File: src/rtl/shift_reg_pkg.sv
// Shared constants for the universal shift register: operation modes,
// FSM state encoding and a mode-classification helper.
package shift_reg_pkg;

    localparam logic [2:0] MODE_HOLD = 3'b000;
    localparam logic [2:0] MODE_LOAD = 3'b001;
    localparam logic [2:0] MODE_SHL  = 3'b010;
    localparam logic [2:0] MODE_SHR  = 3'b011;
    localparam logic [2:0] MODE_SRA  = 3'b100;
    localparam logic [2:0] MODE_ROL  = 3'b101;
    localparam logic [2:0] MODE_ROR  = 3'b110;
    localparam logic [2:0] MODE_CLR  = 3'b111;

    localparam logic [0:0] ST_IDLE  = 1'b0;
    localparam logic [0:0] ST_SHIFT = 1'b1;

    function automatic logic is_shift_mode(input logic [2:0] m);
        return (m != MODE_HOLD) && (m != MODE_LOAD) && (m != MODE_CLR);
    endfunction

endpackage

File: src/rtl/shift_step.sv
// Combinational single-bit shift/rotate of a WIDTH-bit vector; reports the
// bit that leaves the vector. Non-shift modes pass the value through.
module shift_step
    import shift_reg_pkg::*;
#(
    parameter int WIDTH = 8
) (
    input  logic [WIDTH-1:0] value,
    input  logic [2:0]       mode,
    input  logic             sin,
    output logic [WIDTH-1:0] next_value,
    output logic             out_bit
);

    // One-position shift selected by mode
    always_comb begin
        next_value = value;
        out_bit    = 1'b0;
        case (mode)
            MODE_SHL: begin
                next_value = {value[WIDTH-2:0], sin};
                out_bit    = value[WIDTH-1];
            end
            MODE_SHR: begin
                next_value = {sin, value[WIDTH-1:1]};
                out_bit    = value[0];
            end
            MODE_SRA: begin
                next_value = {value[WIDTH-1], value[WIDTH-1:1]};
                out_bit    = value[0];
            end
            MODE_ROL: begin
                next_value = {value[WIDTH-2:0], value[WIDTH-1]};
                out_bit    = value[WIDTH-1];
            end
            MODE_ROR: begin
                next_value = {value[0], value[WIDTH-1:1]};
                out_bit    = value[0];
            end
            default: begin
                next_value = value;
                out_bit    = 1'b0;
            end
        endcase
    end

endmodule

File: src/rtl/shift_reg_n.sv
// WIDTH-bit universal shift register: single-cycle hold/load/clear and
// multi-cycle shifts/rotates sequenced by a start/busy/done handshake.
module shift_reg_n
    import shift_reg_pkg::*;
#(
    parameter int WIDTH = 8,
    parameter int AW    = $clog2(WIDTH) + 1
) (
    input  logic             clk,
    input  logic             reset,
    input  logic             start,
    input  logic [2:0]       mode,
    input  logic [WIDTH-1:0] din,
    input  logic [AW-1:0]    amount,
    input  logic             sin,
    output logic [WIDTH-1:0] dout,
    output logic             sout,
    output logic             busy,
    output logic             done
);

    logic [0:0]       state_r;
    logic [2:0]       mode_r;
    logic [AW-1:0]    cnt_r;
    logic [WIDTH-1:0] dout_r;
    logic             sout_r;
    logic             busy_r;
    logic             done_r;

    logic [AW-1:0]    count_s;
    logic [WIDTH-1:0] step_value_s;
    logic             step_out_s;

    // Shift count saturates at WIDTH
    always_comb begin
        if (amount > AW'(WIDTH)) begin
            count_s = AW'(WIDTH);
        end else begin
            count_s = amount;
        end
    end

    shift_step #(
        .WIDTH(WIDTH)
    ) u_step (
        .value     (dout_r),
        .mode      (mode_r),
        .sin       (sin),
        .next_value(step_value_s),
        .out_bit   (step_out_s)
    );

    // FSM, shift counter and all output registers
    always_ff @(posedge clk or posedge reset) begin
        if (reset) begin
            state_r <= ST_IDLE;
            mode_r  <= MODE_HOLD;
            cnt_r   <= '0;
            dout_r  <= '0;
            sout_r  <= 1'b0;
            busy_r  <= 1'b0;
            done_r  <= 1'b0;
        end else begin
            done_r <= 1'b0;
            case (state_r)
                ST_IDLE: begin
                    if (start) begin
                        if (is_shift_mode(mode) && (count_s != '0)) begin
                            state_r <= ST_SHIFT;
                            busy_r  <= 1'b1;
                            mode_r  <= mode;
                            cnt_r   <= count_s;
                        end else begin
                            done_r <= 1'b1;
                            case (mode)
                                MODE_LOAD: dout_r <= din;
                                MODE_CLR:  dout_r <= '0;
                                default:   dout_r <= dout_r;
                            endcase
                        end
                    end
                end
                ST_SHIFT: begin
                    dout_r <= step_value_s;
                    sout_r <= step_out_s;
                    cnt_r  <= cnt_r - AW'(1);
                    if (cnt_r == AW'(1)) begin
                        state_r <= ST_IDLE;
                        busy_r  <= 1'b0;
                        done_r  <= 1'b1;
                    end
                end
                default: begin
                    state_r <= ST_IDLE;
                    busy_r  <= 1'b0;
                end
            endcase
        end
    end

    assign dout = dout_r;
    assign sout = sout_r;
    assign busy = busy_r;
    assign done = done_r;

endmodule

File: config.mk
export PLATFORM = sky130hd
export DESIGN_NAME = shift_reg_n
export DESIGN_NICKNAME = d
export VERILOG_FILES = /design/src/rtl/shift_reg_pkg.sv /design/src/rtl/shift_step.sv /design/src/rtl/shift_reg_n.sv
export SDC_FILE = /design/constraint.sdc
export NUM_CORES = 1
export LEC_CHECK = 0
export CAP_MARGIN = 15
export CORE_MARGIN = 1.5
export CORE_UTILIZATION = 52
export DETAILED_ROUTE_END_ITERATION = 7
export PLACE_DENSITY_LB_ADDON = 0.3
export SLEW_MARGIN = 20
export SYNTH_ARGS = -nofsm -noshare
export SYNTH_HDL_FRONTEND = slang
export SYNTH_SLANG_ARGS = --single-unit
File: constraint.sdc
create_clock -name clk -period 2.35 [get_ports clk]
set_clock_uncertainty 0.15 [all_clocks]
set_input_delay 0.5875 -clock clk [delete_from_list [all_inputs] [get_ports clk]]
set_output_delay 0.5875 -clock clk [all_outputs]
set_load 0.05 [all_outputs]
Word-level counts from Yosys, hierarchy flattened
Index checks and enable logic that the tools add are counted.
Storage, ports and cells
  bits of input ports: 19
  word-level logic and storage cells: 63
  flip-flop bits (word level): 19
  output and inout bits: 11
Cells by class
  bitwise logic cells: 1
  eq/ne operators: 18
  order comparisons: 1
  reduce and logical (&&, ||, !) cells: 12
  add/sub/neg operators: 1
  muxes and demuxes: 22
Operators with widths (number)
  $pmux 8 s5: 1
  $pmux 8 s2: 2
  $mux 8: 2
  $eq 3x3->1 const B: 4
  $mux 4: 3
  $mux 1: 9
  $ne 2x2->1 const B: 4
  $pmux 1 s2: 4
  $pmux 4 s2: 1
  $eq 3x2->1 const B: 2
  $ne 3x1->1 const B: 2
  $ne 6x1->1 const B: 1
  $reduce_and 3->1: 2
  $ne 5x1->1 const B: 1
  $reduce_and 5->1: 1
  $eq 4x1->1 const B: 1
  $gt 4x4->1 const B: 1
  $reduce_and 4->1: 1
  $reduce_bool 4->1: 1
  $sub 4x1->4 const B: 1
  $eq 3x1->1 const B: 1
  $logic_and 1x1->1: 3
  $ne 3x3->1 const B: 1
  $reduce_bool 3->1: 1
  5 further kinds: 5

Longest topological paths before layout
Gate-level depths: netlist of the first run.
  depth in word-level cells: 7
  mapped depth: 5
  depth with buffers taken out: 4

By module
Synthesis of the first run repeated with hierarchy kept, for this count alone.
Unflattened totals
  cell total of the unflattened synthesis: 159
  area total of the unflattened synthesis: 1461.4 um^2
By module, submodules not included
  shift_reg_n: instances 1, area each 980.9 um^2, sequential area each 475.5 um^2, cells each 83
  shift_step: instances 1, area each 480.5 um^2, sequential area each 0.0 um^2, cells each 76

Worst setup path before layout of the first run
OpenSTA, ideal clock, no wires.
  kind: input port to flip-flop
  start point: input port mode[1]
  end point: register mode_r[0]
  required time: 2.075 ns
  path slack: 0.570 ns
  stages on the path: 3
  buffers on the path: 0
  library setup time: 0.125 ns
  arrival: 1.505 ns
  path through: and3_2 -> nor4_4 -> mux2_2
Between the ends
  word-level cells in the longest chain between the ends: 5
  elaborated cells on any way between the ends: 7
  classes of those cells: 2 x eq/ne; 5 x reduce/logical
Ends and longest elaborated chain
  from (decl): line shift_reg_n.sv:12  | input logic [2:0] mode,
  $ne 3x1->1 / $reduce_bool 3->1 (equally long branches): line shift_reg_pkg.sv:18  | return (m != MODE_HOLD) && (m != MODE_LOAD) && (m != MODE_CLR);
  $logic_and 1x1->1: line shift_reg_pkg.sv:18
  $logic_and 1x1->1 *: line shift_reg_pkg.sv:18
  $logic_and 1x1->1 *: line shift_reg_n.sv:68  | if (is_shift_mode(mode) && (count_s != '0)) begin
  $reduce_and 3->1 (no line) *
  to (signal assigned): line shift_reg_n.sv:71  | mode_r <= mode;
  to (decl): line shift_reg_n.sv:23  | logic [2:0] mode_r;
Mark *: on every way between the ends. The rest lies on a longest branch, timed or not.
A chain may end at the register's enable or synchronous reset.

Final worst setup path of the first run
  start point: register dout_r[2], in the netlist dout[2]
  end point: output port dout[2]
RTL lines
  from (decl): line shift_reg_n.sv:25  | logic [WIDTH-1:0] dout_r;
  from (signal assigned): line shift_reg_n.sv:76  | MODE_LOAD: dout_r <= din;
  from (signal assigned): line shift_reg_n.sv:78  | default: dout_r <= dout_r;
  from (signal assigned): line shift_reg_n.sv:84  | dout_r <= step_value_s;
  to (decl): line shift_reg_n.sv:16  | output logic [WIDTH-1:0] dout,
No word-level cell between the ends.

==> impl_metrics.py, run 1 <==
metrics = {
    "drt": {
        "route.detailed.wl_per_inst_um": 15.3,
        "drt_iter0_drc": 16,
        "drcViolationCount": 0,
        "detail_route.first_pass.iterations": 5,
        "totalWireLength_um": 2730,
        "via_count": 1073,
        "final_antenna_net_count": 0,
        "detail_routed_via_count_per_cell": 6.03,
    },
    "finish": {
        "n_antenna_cell": 0,
        "final_nets": 172,
        "area_delta_synth_final_pct": 30.7,
        "mostFrequentLayoutCells": "sky130_fd_sc_hd__clkdlybuf4s50_1, sky130_fd_sc_hd__dfrtp_1, sky130_fd_sc_hd__mux2i_1",
        "final_layout_size_suffix_gt1_share_pct": 14.0,
        "final_common_cell": "sky130_fd_sc_hd__clkdlybuf4s50_1",
    },
    "logic_synthesis": {
        "ys.flop_type": "sky130_fd_sc_hd__dfrtp_1",
        "synth_mux_area_share_pct": 11.2,
        "synth-async-reset-ratio_pct": 100,
        "synth.cell_area_sq_mm": 0.00120,
        "post_synth_and_or_nand_nor_area_fraction_pct": 18.3,
        "synth_xor_xnor_area_share_pct": 2.91,
        "yosysWarnings": 0,
        "yosysUniqueCellTypes": 46,
        "netlist.area_leader.share_pct": 39.5,
        "postSynthCellCount": 117,
        "fraction_of_the_mapped_netlist_area_in_adder_cells_pct": 2.08,
        "ys_seq_area_share_pct": 39.5,
        "synth.net_count": 138,
        "syn_area_per_cell_sq_um": 10.3,
        "synth-edff-count": 0,
        "ys_top_cells_by_area": "sky130_fd_sc_hd__dfrtp_1, sky130_fd_sc_hd__mux2i_1, sky130_fd_sc_hd__mux2_2",
        "synth-compound-area-share_pct": 20.7,
        "yosysTopAreaCell": "sky130_fd_sc_hd__dfrtp_1",
        "synth.ff_latch_count": 19,
        "combinational_family_with_the_most_area_after_synthesis": "compound AO/OA/AOI/OAI gates",
    },
    "global_routing": {
        "overflow": 0,
        "vias_in_the_first_global_route": 1038,
        "number_of_antenna_violations_at_the_first_check_in_global_routing": 0,
        "grt_pass1_wl_um": 4700,
        "gr-usage-all-layers_pct": 24.4,
        "pin_count_of_the_biggest_net_entering_global_routing": 14,
    },
    "clock_tree": {
        "cts_buffers": 3,
        "path_clk_slew_ns": 0.12,
        "cts_post_setup_buffers_inserted": 0,
        "cts.sink_count": 19,
        "cts_tree": "yes",
        "clock_tree.root_cell": "sky130_fd_sc_hd__clkbuf_4",
        "clk_path_buf_depth": 2,
        "clk_latency_ns": 0.31,
        "ctsResizeCount": 0,
        "cts-hold-fix-buffers": 0,
        "ctsHtreeMaxLevel": 1,
    },
    "power": {
        "p_int_mw": 1.16,
        "power.ir.vdd_worst_mv": 0.869,
        "pwr-share-comb_pct": 59.8,
        "pwr-share-clk_pct": 7.6,
        "seq_power_share_pct": 32.6,
        "p_total_mw": 2.26,
        "power.share.switching_pct": 48.5,
        "p_leak_nw": 0.684,
        "netSwitchingPower_mw": 1.10,
        "power-per-cell-area_mw_per_mm2": 1440,
    },
    "floorplan": {
        "core_region_area_sq_mm": 0.00219,
        "die_h_um": 51.1,
        "floorplan.die_area_sq_mm": 0.00261,
        "floorplan.die.width_um": 51.1,
        "top_level_ports": 30,
        "placementRows": 17,
        "floorplan.initialDensity_pct": 54.9,
    },
    "min_path": {
        "min_to": "busy$_DFFE_PP0P_",
        "worstHoldPathCells": 1,
        "min_path_type": "register to register",
        "hold_path_origin": "busy$_DFFE_PP0P_",
    },
    "place": {
        "detailedPlacementHpwl_um": 2050,
        "port_buffers": 29,
        "gp_congestion": 0.804,
    },
    "critical_path": {
        "worst_setup_path_end_kind": "output pin",
        "worst_path_max_delay_cell": "sky130_fd_sc_hd__clkdlybuf4s50_1",
        "arrival_ns": 1.55,
        "required_ns": 1.61,
        "worst-path-stages": 1,
        "reg2reg_setup_slack_ns": 0.45,
        "startpoint_type": "register",
        "timing.rr.start": "state_r$_DFF_PP0_",
        "worst_path_maximum_fanout": 4,
        "sequence_of_cells_on_the_critical_path": "clkdlybuf4s50_1",
        "timing.critical_path.max_delay_family": "buffers and inverters",
        "cp_num_buf_inv": 1,
        "worst_r2r_path_depth": 5,
        "timing.rr.end": "dout[7]$_DFFE_PP0P_",
        "criticalPathCategory": "register to output pin",
        "cp_slowest_stage_delay_ns": 0.82,
    },
    "status": {
        "status": "finished, final reports clean",
    },
    "sta": {
        "final-hold-violation-count": 0,
        "top_achievable_clock_speed_mhz": 437,
        "rsz0062_at_grt": "no",
        "slew_viol_final": 0,
        "period_minus_slack_ns": 2.29,
        "slew_headroom_pct": 58.1,
        "final.period_utilization_pct": 97.5,
        "hold-worst-slack_ns": 0.362,
        "final-setup-viol-count": 0,
        "slew_worst_pin_ns": 0.626,
    },
    "flow_run": {
        "max_cap_violations": 0,
    },
}
## cell families (layout without fill, tap and decap cells)
kind of cell,count (synthesis),count (layout)
compound gates,35,35
simple gates,32,32
flops,19,19
mux,13,13
buf+inv,12,45
xor+xnor,4,4
fa+ha+maj,2,2
## worst reg2reg max path, delay by kind of cell, from the launching register on
kind / cells / cell delay, ns
AOI/OAI and AO/OA: 1 / 0.06
buffers and inverters: 1 / 0.22
DFF: 1 / 0.56
muxes: 1 / 0.29
and+or+nand+nor: 2 / 0.51
## through the flow
step / instances / TNS, ns / cell area (sq um) / util (%) / worst slack [ns]
CTS: 178 / 0 / 1560 / 71.2 / 0.00995
global placement: 174 / 0 / 1530 / 70.0 / 0.0490
global route: 178 / 0 / 1570 / 71.8 / 0.0239
detailed placement: 174 / -0.0263 / 1530 / 70.0 / -0.0117
finish: 178 / 0 / 1570 / 71.8 / 0.0599
floorplan: 117 / 0 / 1200 / - / 0.570
## per-layer routing
layer	GRT usage (%)	share of wire (%)
met1	30.9	41
met2	41.3	51
met3	4.09	5.5
met5	0	0
met4	9.91	1.6
## worst max path at each step
stage / start / to
after floorplan: mode[1] / mode_r[0]$_DFFE_PP0P_
final: dout[2]$_DFFE_PP0P_ / dout[2]
after global placement: mode[2] / dout[7]$_DFFE_PP0P_
after detailed placement: mode[1] / dout[1]$_DFFE_PP0P_
after global routing: dout[4]$_DFFE_PP0P_ / dout[4]
after CTS: dout[1]$_DFFE_PP0P_ / dout[1]
## cells in the mapped netlist (all sizes together), types with 2 or more instances
cell type   n
a21oi       5
a22oi       4
a31oi       3
and2        5
and3        2
buf         6
dfrtp      19
ha          2
inv         6
mux2        4
mux2i       9
nand2       6
nand2b      2
nor2        3
nor3        2
nor3b       3
nor4        3
o211ai      2
o21ai       4
o22ai       5
xnor2       3
## cell type report
cell class / instances / area, sq um
tap: 28 / 35.0
inverter: 6 / 22.5
clock inverter: 1 / 5.00
sequential: 19 / 475
timing repair buffer: 35 / 348
multi-input combinational: 86 / 664
fill: 170 / 618
clock buffer: 3 / 22.5
## power by group through the flow
stage          clock [mW]  sequential [mW]  combinational, mW
2_1_floorplan           0            0.914              0.808
3_3_place_gp            0            0.730               1.32
3_5_place_dp            0            0.741               1.36
4_1_cts             0.175            0.734               1.36
5_1_grt             0.194            0.770               1.46
6_report            0.172            0.737               1.35
## sequential cells by signal (all words and copies together) (netlist names)
name and cells:
cnt_r 4, busy 1, sout 1, dout 8, mode_r 3, state_r 1
done 1
No activity file was read; power rests on OpenSTA's default activity.
==> run 2, diff against run 1 <==
--- a/config.mk
+++ b/config.mk
@@ -7,7 +7,8 @@
 export LEC_CHECK = 0
 export CAP_MARGIN = 15
 export CORE_MARGIN = 1.5
-export CORE_UTILIZATION = 52
+export CORE_UTILIZATION = 50
+export CTS_BUF_LIST = sky130_fd_sc_hd__clkbuf_4 sky130_fd_sc_hd__clkbuf_8 sky130_fd_sc_hd__clkbuf_16
 export DETAILED_ROUTE_END_ITERATION = 7
 export PLACE_DENSITY_LB_ADDON = 0.3
 export SLEW_MARGIN = 20
==> run 2 against run 1 <==
Clock-buffer cell count unchanged. Register-to-register slack worse by 0.03 ns. Maximum frequency up 0.90%. Flip-flop and latch count unchanged. Clock power about the same. Final cell count up 1.1%. Design area up 0.72%. Combinational power about the same. Routed wire length up 4.2%. Critical path depth unchanged. Critical path type unchanged. Largest power group unchanged. Highest routed layer unchanged.
==> impl_metrics.py, run 2 (synthesized netlist as in run 1, its figures left out) <==
metrics = {
    "status": {
        "status": "finished, final reports clean",
    },
    "finish": {
        "largest_reg_flops": 8,
        "final_nets": 174,
        "nFillCells": 176,
        "final_layout_size_suffix_gt1_share_pct": 15.8,
        "finalNonFillerCells": 180,
        "mostFrequentLayoutCells": "sky130_fd_sc_hd__clkdlybuf4s50_1, sky130_fd_sc_hd__dfrtp_1, sky130_fd_sc_hd__mux2i_1, sky130_fd_sc_hd__buf_4",
        "area_delta_synth_final_pct": 31.6,
        "n_antenna_cell": 0,
        "final_common_cell": "sky130_fd_sc_hd__clkdlybuf4s50_1",
    },
    "place": {
        "port_buffers": 29,
        "gp_congestion": 0.904,
        "dp.cells": 176,
        "pre_cts_ws_ns": -0.0176,
        "detailedPlacementHpwl_um": 2070,
    },
    "clock_tree": {
        "clock_tree.root_cell": "sky130_fd_sc_hd__clkbuf_4",
        "cts_tree": "yes",
        "path_clk_slew_ns": 0.11,
        "cts_post_setup_buffers_inserted": 0,
        "cts-hold-fix-buffers": 0,
        "cts.sink_count": 19,
        "ctsHtreeMaxLevel": 1,
        "ctsResizeCount": 1,
        "cts_buffers": 3,
        "clk_latency_ns": 0.31,
        "clk_path_buf_depth": 2,
    },
    "critical_path": {
        "worst_r2r_path_depth": 4,
        "worst_path_max_delay_cell": "sky130_fd_sc_hd__clkdlybuf4s50_1",
        "sequence_of_cells_on_the_critical_path": "clkdlybuf4s50_1",
        "required_ns": 1.61,
        "startpoint_type": "register",
        "arrival_ns": 1.53,
        "criticalPathCategory": "register to output pin",
        "timing.critical_path.max_delay_family": "buffers and inverters",
        "worst-path-stages": 1,
        "worst_path_maximum_fanout": 4,
        "worst_setup_path_end_kind": "output pin",
        "cp_num_buf_inv": 1,
        "cp_slowest_stage_delay_ns": 0.82,
    },
    "drt": {
        "detail_routed_via_count_per_cell": 5.98,
        "route.detailed.wl_per_inst_um": 15.8,
        "drcViolationCount": 0,
        "final_antenna_net_count": 0,
        "detail_route.first_pass.iterations": 4,
        "via_count": 1077,
        "totalWireLength_um": 2840,
        "drt_iter0_drc": 29,
    },
    "floorplan": {
        "floorplan.initialDensity_pct": 53.9,
        "die_h_um": 52.1,
        "placementRows": 17,
        "floorplan.die.width_um": 52.1,
        "core_region_area_sq_mm": 0.00223,
        "floorplan.die_area_sq_mm": 0.00271,
        "top_level_ports": 30,
    },
    "global_routing": {
        "number_of_antenna_violations_at_the_first_check_in_global_routing": 0,
        "vias_in_the_first_global_route": 1047,
        "grt_pass1_wl_um": 4760,
        "pin_count_of_the_biggest_net_entering_global_routing": 20,
        "gr-usage-all-layers_pct": 23.9,
        "overflow": 0,
    },
    "sta": {
        "slew_worst_pin_ns": 0.669,
        "final-hold-violation-count": 0,
        "top_achievable_clock_speed_mhz": 441,
        "period_minus_slack_ns": 2.27,
        "slew_headroom_pct": 55.2,
        "rsz0062_at_grt": "no",
        "hold-worst-slack_ns": 0.347,
        "final-setup-viol-count": 0,
        "slew_viol_final": 0,
        "post_route_worst_setup_slack_ns": 0.0803,
        "final.period_utilization_pct": 96.6,
    },
    "power": {
        "power-per-cell-area_mw_per_mm2": 1440,
        "p_leak_nw": 0.684,
        "power.ir.vdd_worst_mv": 0.911,
    },
    "flow_run": {
        "max_cap_violations": 0,
    },
    "min_path": {
        "min_path_type": "register to register",
        "worstHoldPathCells": 1,
    },
}
-- run 2: power breakdown --
group / switching, mW / internal (mW)
Clock: 0.109 / 0.0650
Combinational: 0.770 / 0.602
Sequential: 0.245 / 0.495
Total: 1.12 / 1.16
-- run 2: layout make-up --
class                      instances  area [sq um]  share of cell area [%]
clock buffer                       3          22.5                    1.42
tap                               28          35.0                    2.21
sequential                        19           475                    30.0
inverter                           6          22.5                    1.42
timing repair buffer              37           357                    22.5
multi-input combinational         86           664                    41.9
clock inverter                     1          7.51                   0.474
-- run 2: per-layer routing --
layer  wire length, um  global-route usage [%]
met4                25                    8.77
met1              1260                    30.1
met2              1440                    38.4
met3               123                    7.18
met5                 0                       0
-- run 2: per-stage QoR --
step	instance area, sq um	setup TNS [ns]	total power [mW]	utilization, %
after floorplan	1200	0	1.72	-
after global placement	1550	0	2.07	69.2
after detailed placement	1550	-0.0473	2.12	69.2
after CTS	1570	0	2.30	70.5
after global routing	1580	0	2.45	70.9
final	1580	0	2.29	70.9
-- run 2: worst paths after layout --
| check | startpoint | endpoint | slack, ns |
|---|---|---|---|
| worst max register to register | state_r$_DFF_PP0_ | mode_r[1]$_DFFE_PP0P_ | 0.42 |
| worst min-delay path | busy$_DFFE_PP0P_ | busy$_DFFE_PP0P_ | 0.35 |
| min in group asynchronous | reset | dout[3]$_DFFE_PP0P_ | 0.43 |
| worst min register to register | busy$_DFFE_PP0P_ | busy$_DFFE_PP0P_ | 0.35 |
| worst max-delay path | dout[3]$_DFFE_PP0P_ | dout[3] | 0.08 |
| max in group asynchronous | reset | done$_DFF_PP0_ | 1.41 |
==> RTL edit 1, RTL diff (settings of run 1) <==
Add an input register stage for `start`, `mode`, `din`, `amount` and `sin`, with the module's reset; this delays them by one clock. Comments in the files are not updated.
--- a/src/rtl/shift_reg_n.sv
+++ b/src/rtl/shift_reg_n.sv
@@ -21,2 +21,24 @@
 
+    logic start_q;
+    logic [2:0] mode_q;
+    logic [WIDTH-1:0] din_q;
+    logic [AW-1:0] amount_q;
+    logic sin_q;
+
+    always_ff @(posedge clk or posedge reset) begin
+        if (reset) begin
+            start_q  <= '0;
+            mode_q   <= '0;
+            din_q    <= '0;
+            amount_q <= '0;
+            sin_q    <= '0;
+        end else begin
+            start_q  <= start;
+            mode_q   <= mode;
+            din_q    <= din;
+            amount_q <= amount;
+            sin_q    <= sin;
+        end
+    end
+
     logic [0:0]       state_r;
@@ -35,6 +57,6 @@
     always_comb begin
-        if (amount > AW'(WIDTH)) begin
+        if (amount_q > AW'(WIDTH)) begin
             count_s = AW'(WIDTH);
         end else begin
-            count_s = amount;
+            count_s = amount_q;
         end
@@ -47,3 +69,3 @@
         .mode      (mode_r),
-        .sin       (sin),
+        .sin       (sin_q),
         .next_value(step_value_s),
@@ -66,7 +88,7 @@
                 ST_IDLE: begin
-                    if (start) begin
-                        if (is_shift_mode(mode) && (count_s != '0)) begin
+                    if (start_q) begin
+                        if (is_shift_mode(mode_q) && (count_s != '0)) begin
                             state_r <= ST_SHIFT;
                             busy_r  <= 1'b1;
-                            mode_r  <= mode;
+                            mode_r  <= mode_q;
                             cnt_r   <= count_s;
@@ -74,4 +96,4 @@
                             done_r <= 1'b1;
-                            case (mode)
-                                MODE_LOAD: dout_r <= din;
+                            case (mode_q)
+                                MODE_LOAD: dout_r <= din_q;
                                 MODE_CLR:  dout_r <= '0;
Behaviour: not the same (a bounded check fails within 4 cycles, from zero or initial values and one cycle with reset high).
==> RTL edit 1 against run 1 <==
Synthesized cell count up 22%; highest routed layer unchanged; combinational power is 7% higher; power grew 28%; sequential cell count up 17; setup slack improved by 0.039 ns; synthesized area is 33% higher; routed wire length increased by 15%; final area grew 28%; register-to-register slack improved by 0.02 ns.
==> RTL edit 1: results (changes against run 1) <==
Logic synthesis
  • Synth cell types: 40 (-13%)
  • Cells after Synth: 143 (+22%)
  • Post-synth top cells: 36 x dfrtp_1, 9 x nand2_1, 9 x nand3_1, 9 x nor2_1, 7 x a31oi_1
  • Share of the yosys chip area belonging to registers: 56.3% (+17 points)
  • Ranking of synthesized cells by area: dfrtp_1 56%, a32oi_1 3.3%, nand3_1 2.8%
  • Post-synth ARST share: 100% (unchanged)
  • Ys flop type: dfrtp_1
  • Yosys warns: 0 (unchanged)
  • Net Count, Synth: 164 (+19%)

Placed design
  • Placement Cell Area: 1920 um^2 (+25%)
  • Place WS: 0.385 ns (+0.397 ns)
  • Buffers on Ports: 29 (unchanged)
  • DP HPWL: 2.22 mm (+8.6%)
  • Dpl cells: 199 (+14%)
  • Final GP Congestion: 0.763 (-5.1%)

GRT
  • Pin count of the biggest net entering global routing: 37 (+23)
  • Gr usage total: 21.0% (-3.4 points)
  • Initial antenna violation count: 0 (unchanged)
  • First-pass GRT wire length: 5.34 mm (+14%)
  • Vias in the first global route: 1248 (+20%)

Pwr
  • Worst VDD drop: 0.852 mV (-2.0%)
  • LEAKAGE: 0.885 nW (+29%)

Cells and area
  • Ant diodes: 0 (unchanged)
  • Filler instances: 215 (+26%)
  • Share of layout cells above drive strength 1: 11.4% (-2.6 points)

Detailed routing
  • Initial DRT Pass Iterations: 4 (-1)
  • Vias per inst: 5.89 (-2.3%)
  • Final wirelength: 3.14 mm (+15%)
  • Iter 0 DRT Violations: 48 (+32)
  • Via count: 1219 (+14%)

Clocking
  • Clk pin slew, worst setup/hold paths: approximately 0.11 ns
  • Clock root buffer: clkbuf_4
  • TritonCTS buffer count: 5 (+2)
  • Latest clock arrival within the worst-skew pair: 0.33 ns (+0.02 ns)
  • CTS max path bufs: 2 (unchanged)
  • Htree depth: 2 (+1)

Critical path
  • CP arrival: 1.51 ns (-0.04 ns)
  • Worst path max stage delay: 0.81 ns
  • CP Max Fanout: 2 (-2)
  • Critical Path Slowest Stage Cell: clkdlybuf4s50_1
  • Reg2reg path depth: 4 (-1)
  • Largest delay share family, worst path: buffers and inverters

STA
  • Least-Margin Pin Slew: 0.505 ns (-0.120 ns)

Worst hold path
  • Hold Path Stages: 2 (+1)
  • Hold crit path type: flip-flop to flip-flop

Status
  • Outcome: finished clean
-- RTL edit 1: cell types whose count changed after synthesis, sizes merged, moves of 4 or more --
cell	delta
o22ai	-4
a32oi	+6
and2	-4
nand3	+8
dfrtp	+17
nor2	+6
clkbuf	+6
a31oi	+5
mux2i	-5
-- RTL edit 1: final cells by class --
cell class	count	area (um^2)	area share, %
repair buffers	34	334	16.6
clock inverters	3	42.5	2.12
inverters	6	22.5	1.12
multi-input cells	92	633	31.5
flip-flops and latches	36	901	44.8
well taps	31	38.8	1.93
clock buffers	5	37.5	1.87
-- RTL edit 1: logic make-up after synthesis --
group           share of synthesized area, %
flops                                   56.3
mux                                     5.32
compound gates                          19.1
simple gates                            12.0
xor+xnor                                1.64
buf+inv                                 4.14
fa+ha+maj                               1.56
-- RTL edit 1: per-layer routing --
metal / GRT usage [%] / vias up / routed length [um]
met5: 0 / - / 0
li1: - / 596 / -
met2: 33.7 / 38 / 1550
met3: 6.15 / 4 / 165
met1: 26.7 / 581 / 1400
met4: 8.64 / 0 / 25
-- RTL edit 1: repair_timing --
action,4_1_cts,5_1_grt
endpoints found under the setup margin,1,5
gates resized for setup,1,5
setup buffers,0,0
pin swaps,0,0
hold buffers,0,0
-- RTL edit 1: final timing paths --
check                                      start  slack [ns]                   end
hold reg to reg               din_q[0]$_DFF_PP0_        0.38   dout[0]$_DFFE_PP0P_
setup reg to reg           amount_q[3]$_DFF_PP0_        0.47  cnt_r[2]$_DFFE_PP0P_
max in group asynchronous                  reset        1.22  cnt_r[1]$_DFFE_PP0P_
min in group asynchronous                  reset        0.51    din_q[5]$_DFF_PP0_
setup / recovery                busy$_DFFE_PP0P_         0.1                  busy
hold / removal                din_q[0]$_DFF_PP0_        0.38   dout[0]$_DFFE_PP0P_
-- RTL edit 1: per-stage QoR --
step | hold WS (ns) | util (%)
final | 0.381 | 71.0
after global routing | 0.404 | 71.0
after CTS | 0.386 | 70.6
after detailed placement | 0.371 | 67.8
after global placement | 0.323 | 67.8
after floorplan | 0.345 | -
-- RTL edit 1: where the power goes --
part | total, mW | switching (mW) | internal [mW] | leakage [nW]
Clock | 0.424 | 0.202 | 0.222 | 0.0412
Combinational | 1.44 | 0.856 | 0.586 | 0.426
Sequential | 1.02 | 0.219 | 0.805 | 0.418
Total | 2.89 | 1.28 | 1.61 | 0.885
==> RTL edit 2, RTL diff (config.mk and constraints of run 1) <==
Without the edit above. `WIDTH` is set to 8 in 2 places; all go to 4.
--- a/src/rtl/shift_step.sv
+++ b/src/rtl/shift_step.sv
@@ -5,3 +5,3 @@
 #(
-    parameter int WIDTH = 8
+    parameter int WIDTH = 4
 ) (
--- a/src/rtl/shift_reg_n.sv
+++ b/src/rtl/shift_reg_n.sv
@@ -5,3 +5,3 @@
 #(
-    parameter int WIDTH = 8,
+    parameter int WIDTH = 4,
     parameter int AW    = $clog2(WIDTH) + 1
Interface: changed (resized amount, din and dout); port bits go from 30 to 21. No check against the original RTL was run, so the function may have changed too.
==> RTL edit 2 against run 1 <==
Setup slack got worse by 0.0049 ns; critical path depth unchanged; power decreased by 28%; synthesized area decreased by 22%; synthesized cell count decreased by 16%; final area decreased by 24%; maximum frequency decreased by 0.22%; sequential power decreased by 24%; core utilization decreased by 2.0 points; routed wire length decreased by 23%; sequential cell count decreased by 5; non-clock buffer count decreased by 11; register-to-register slack improved by 0.08 ns; critical endpoint unchanged; largest cell class unchanged.
==> RTL edit 2: results (changes against run 1) <==
Detailed routing
  • Metal2 WL: 948 um (-32%)
  • Iter 0 DRT Violations: 24 (+8)
  • DR WL met3: 139 um (-7.3%)
  • Via count: 837 (-22%)
  • Initial DRT Pass Iterations: 4 (-1)
  • Highest routed layer: met4
  • WL/cell: 14.5 um (-5.5%)
  • Vias per inst: 5.77 (-4.2%)
  • Metal-1 WL: 969 um (-14%)

Placed design
  • Buffers on Ports: 20 (-31%)
  • Final GP Congestion: 0.831 (+3.4%)
  • DP HPWL: 1.57 mm (-23%)
  • Placement Cell Area: 1170 um^2 (-24%)

Pwr
  • LEAKAGE: 0.507 nW (-26%)
  • Worst VDD drop: 0.837 mV (-3.7%)

Clocking
  • Htree depth: 1 (unchanged)
  • Clk pin slew, worst setup/hold paths: 0.09 ns (-0.03 ns)
  • Post-CTS sizing: 0 (unchanged)
  • Clock root buffer: clkbuf_4
  • Post-CTS Setup Bufs: 0 (unchanged)
  • Latest clock arrival within the worst-skew pair: 0.29 ns (-0.02 ns)
  • TritonCTS buffer count: 3 (unchanged)
  • CTS max path bufs: 2 (unchanged)

Critical path
  • Critical R2R Launch: mode_r[2]$_DFFE_PP0P_
  • Critical Path Slowest Stage Cell: clkdlybuf4s50_1
  • Worst path max stage delay: about 0.83 ns
  • CP Max Fanout: 5 (+1)
  • Setup crit start: dout[2]$_DFFE_PP0P_
  • CP arrival: 1.56 ns
  • Largest delay share family, worst path: buffers and inverters

GRT
  • First-pass GRT wire length: 3.30 mm (-30%)
  • Gr usage total: 22.8% (-1.6 points)
  • Initial antenna violation count: 0 (unchanged)
  • Met1 Track Usage GR: 32.4% (+1.5 points)
  • Pin count of the biggest net entering global routing: 19 (+5)
  • GR Util met3: 4.76% (+0.67 points)
  • GR Layer Usage met2: 32.1% (-9.2 points)
  • Vias in the first global route: 743 (-28%)

Logic synthesis
  • Share of the yosys chip area belonging to registers: 37.4% (-2.1 points)
  • Mux contribution to synthesized area: 9.21% (-2.0 points)
  • Post-synthesis compound-gate area fraction: 23.4% (+2.7 points)
  • Post-synth ARST share: 100% (unchanged)
  • Yosys warns: 0 (unchanged)
  • Net Count, Synth: 114 (-17%)
  • Post-synthesis xor/xnor area fraction: 1.87% (-1.0 points)
  • Ranking of synthesized cells by area: dfrtp_1 37%, mux2_2 6.0%, mux2i_1 3.2%
  • Post-synth top cells: 14 x dfrtp_1, 7 x inv_1, 7 x nand2_1
  • Cells after Synth: 98 (-16%)
  • Synth cell types: 41 (-11%)
  • Post-Synth Adder-Cell Area: 2.67% (+0.59 points)

Status
  • Outcome: finished clean

STA
  • Worst rel slew slack: 59.4% (+1.3 points)
  • Least-Margin Pin Slew: 0.609 ns (-0.0166 ns)

Cells and area
  • Share of layout cells above drive strength 1: 15.0% (+1.0 points)
  • Final nets: 138 (-20%)
  • Max FFs per register: 4 (-4)
  • Ant diodes: 0 (unchanged)

Worst hold path
  • Hold Startpoint: busy$_DFFE_PP0P_
  • Hold crit path type: flip-flop to flip-flop
[RTL edit 2: changes by cell type in the layout (fill, tap and decap cells not counted), moves of 2 or more]
cell,delta
and2_1,-5
buf_4,-2
clkdlybuf4s50_1,-4
dfrtp_1,-5
dlymetal6s2s_1,-5
mux2i_1,-6
nand2b_1,+2
nand3_1,+2
o22ai_1,-5
[RTL edit 2: power by group]
group          internal, mW  leakage, nW  switching [mW]
Clock                0.0597       0.0138          0.0819
Combinational         0.425        0.330           0.493
Sequential            0.364        0.164           0.196
Total                 0.849        0.507           0.771
[RTL edit 2: final cells by class]
type | count | area (um^2)
fillers | 125 | 515
multi-input cells | 72 | 532
well taps | 25 | 31.3
inverters | 7 | 26.3
clock buffers | 3 | 22.5
flip-flops and latches | 14 | 350
repair buffers | 24 | 230
[RTL edit 2: path summary, 6_finish.rpt]
| kind | to | slack, ns | depth (start not counted) |
|---|---|---|---|
| worst min-delay path | busy$_DFFE_PP0P_ | 0.35 | 1 |
| min in group asynchronous | done$_DFF_PP0_ | 0.48 | 2 |
| worst max register to register | dout[1]$_DFFE_PP0P_ | 0.53 | 4 |
| worst max-delay path | dout[2] | 0.05 | 1 |
| worst min register to register | busy$_DFFE_PP0P_ | 0.35 | 1 |
| max in group asynchronous | dout[1]$_DFFE_PP0P_ | 1.20 | 2 |
[RTL edit 2: metrics by stage]
stage          util (%)  hold slack (ns)  worst slack [ns]
6_report           69.8            0.352            0.0549
5_1_grt            69.8            0.367            0.0244
4_1_cts            69.8            0.361            0.0522
3_5_place_dp       68.5            0.336           0.00640
3_3_place_gp       68.5            0.325            0.0734
2_1_floorplan         -            0.327             0.603
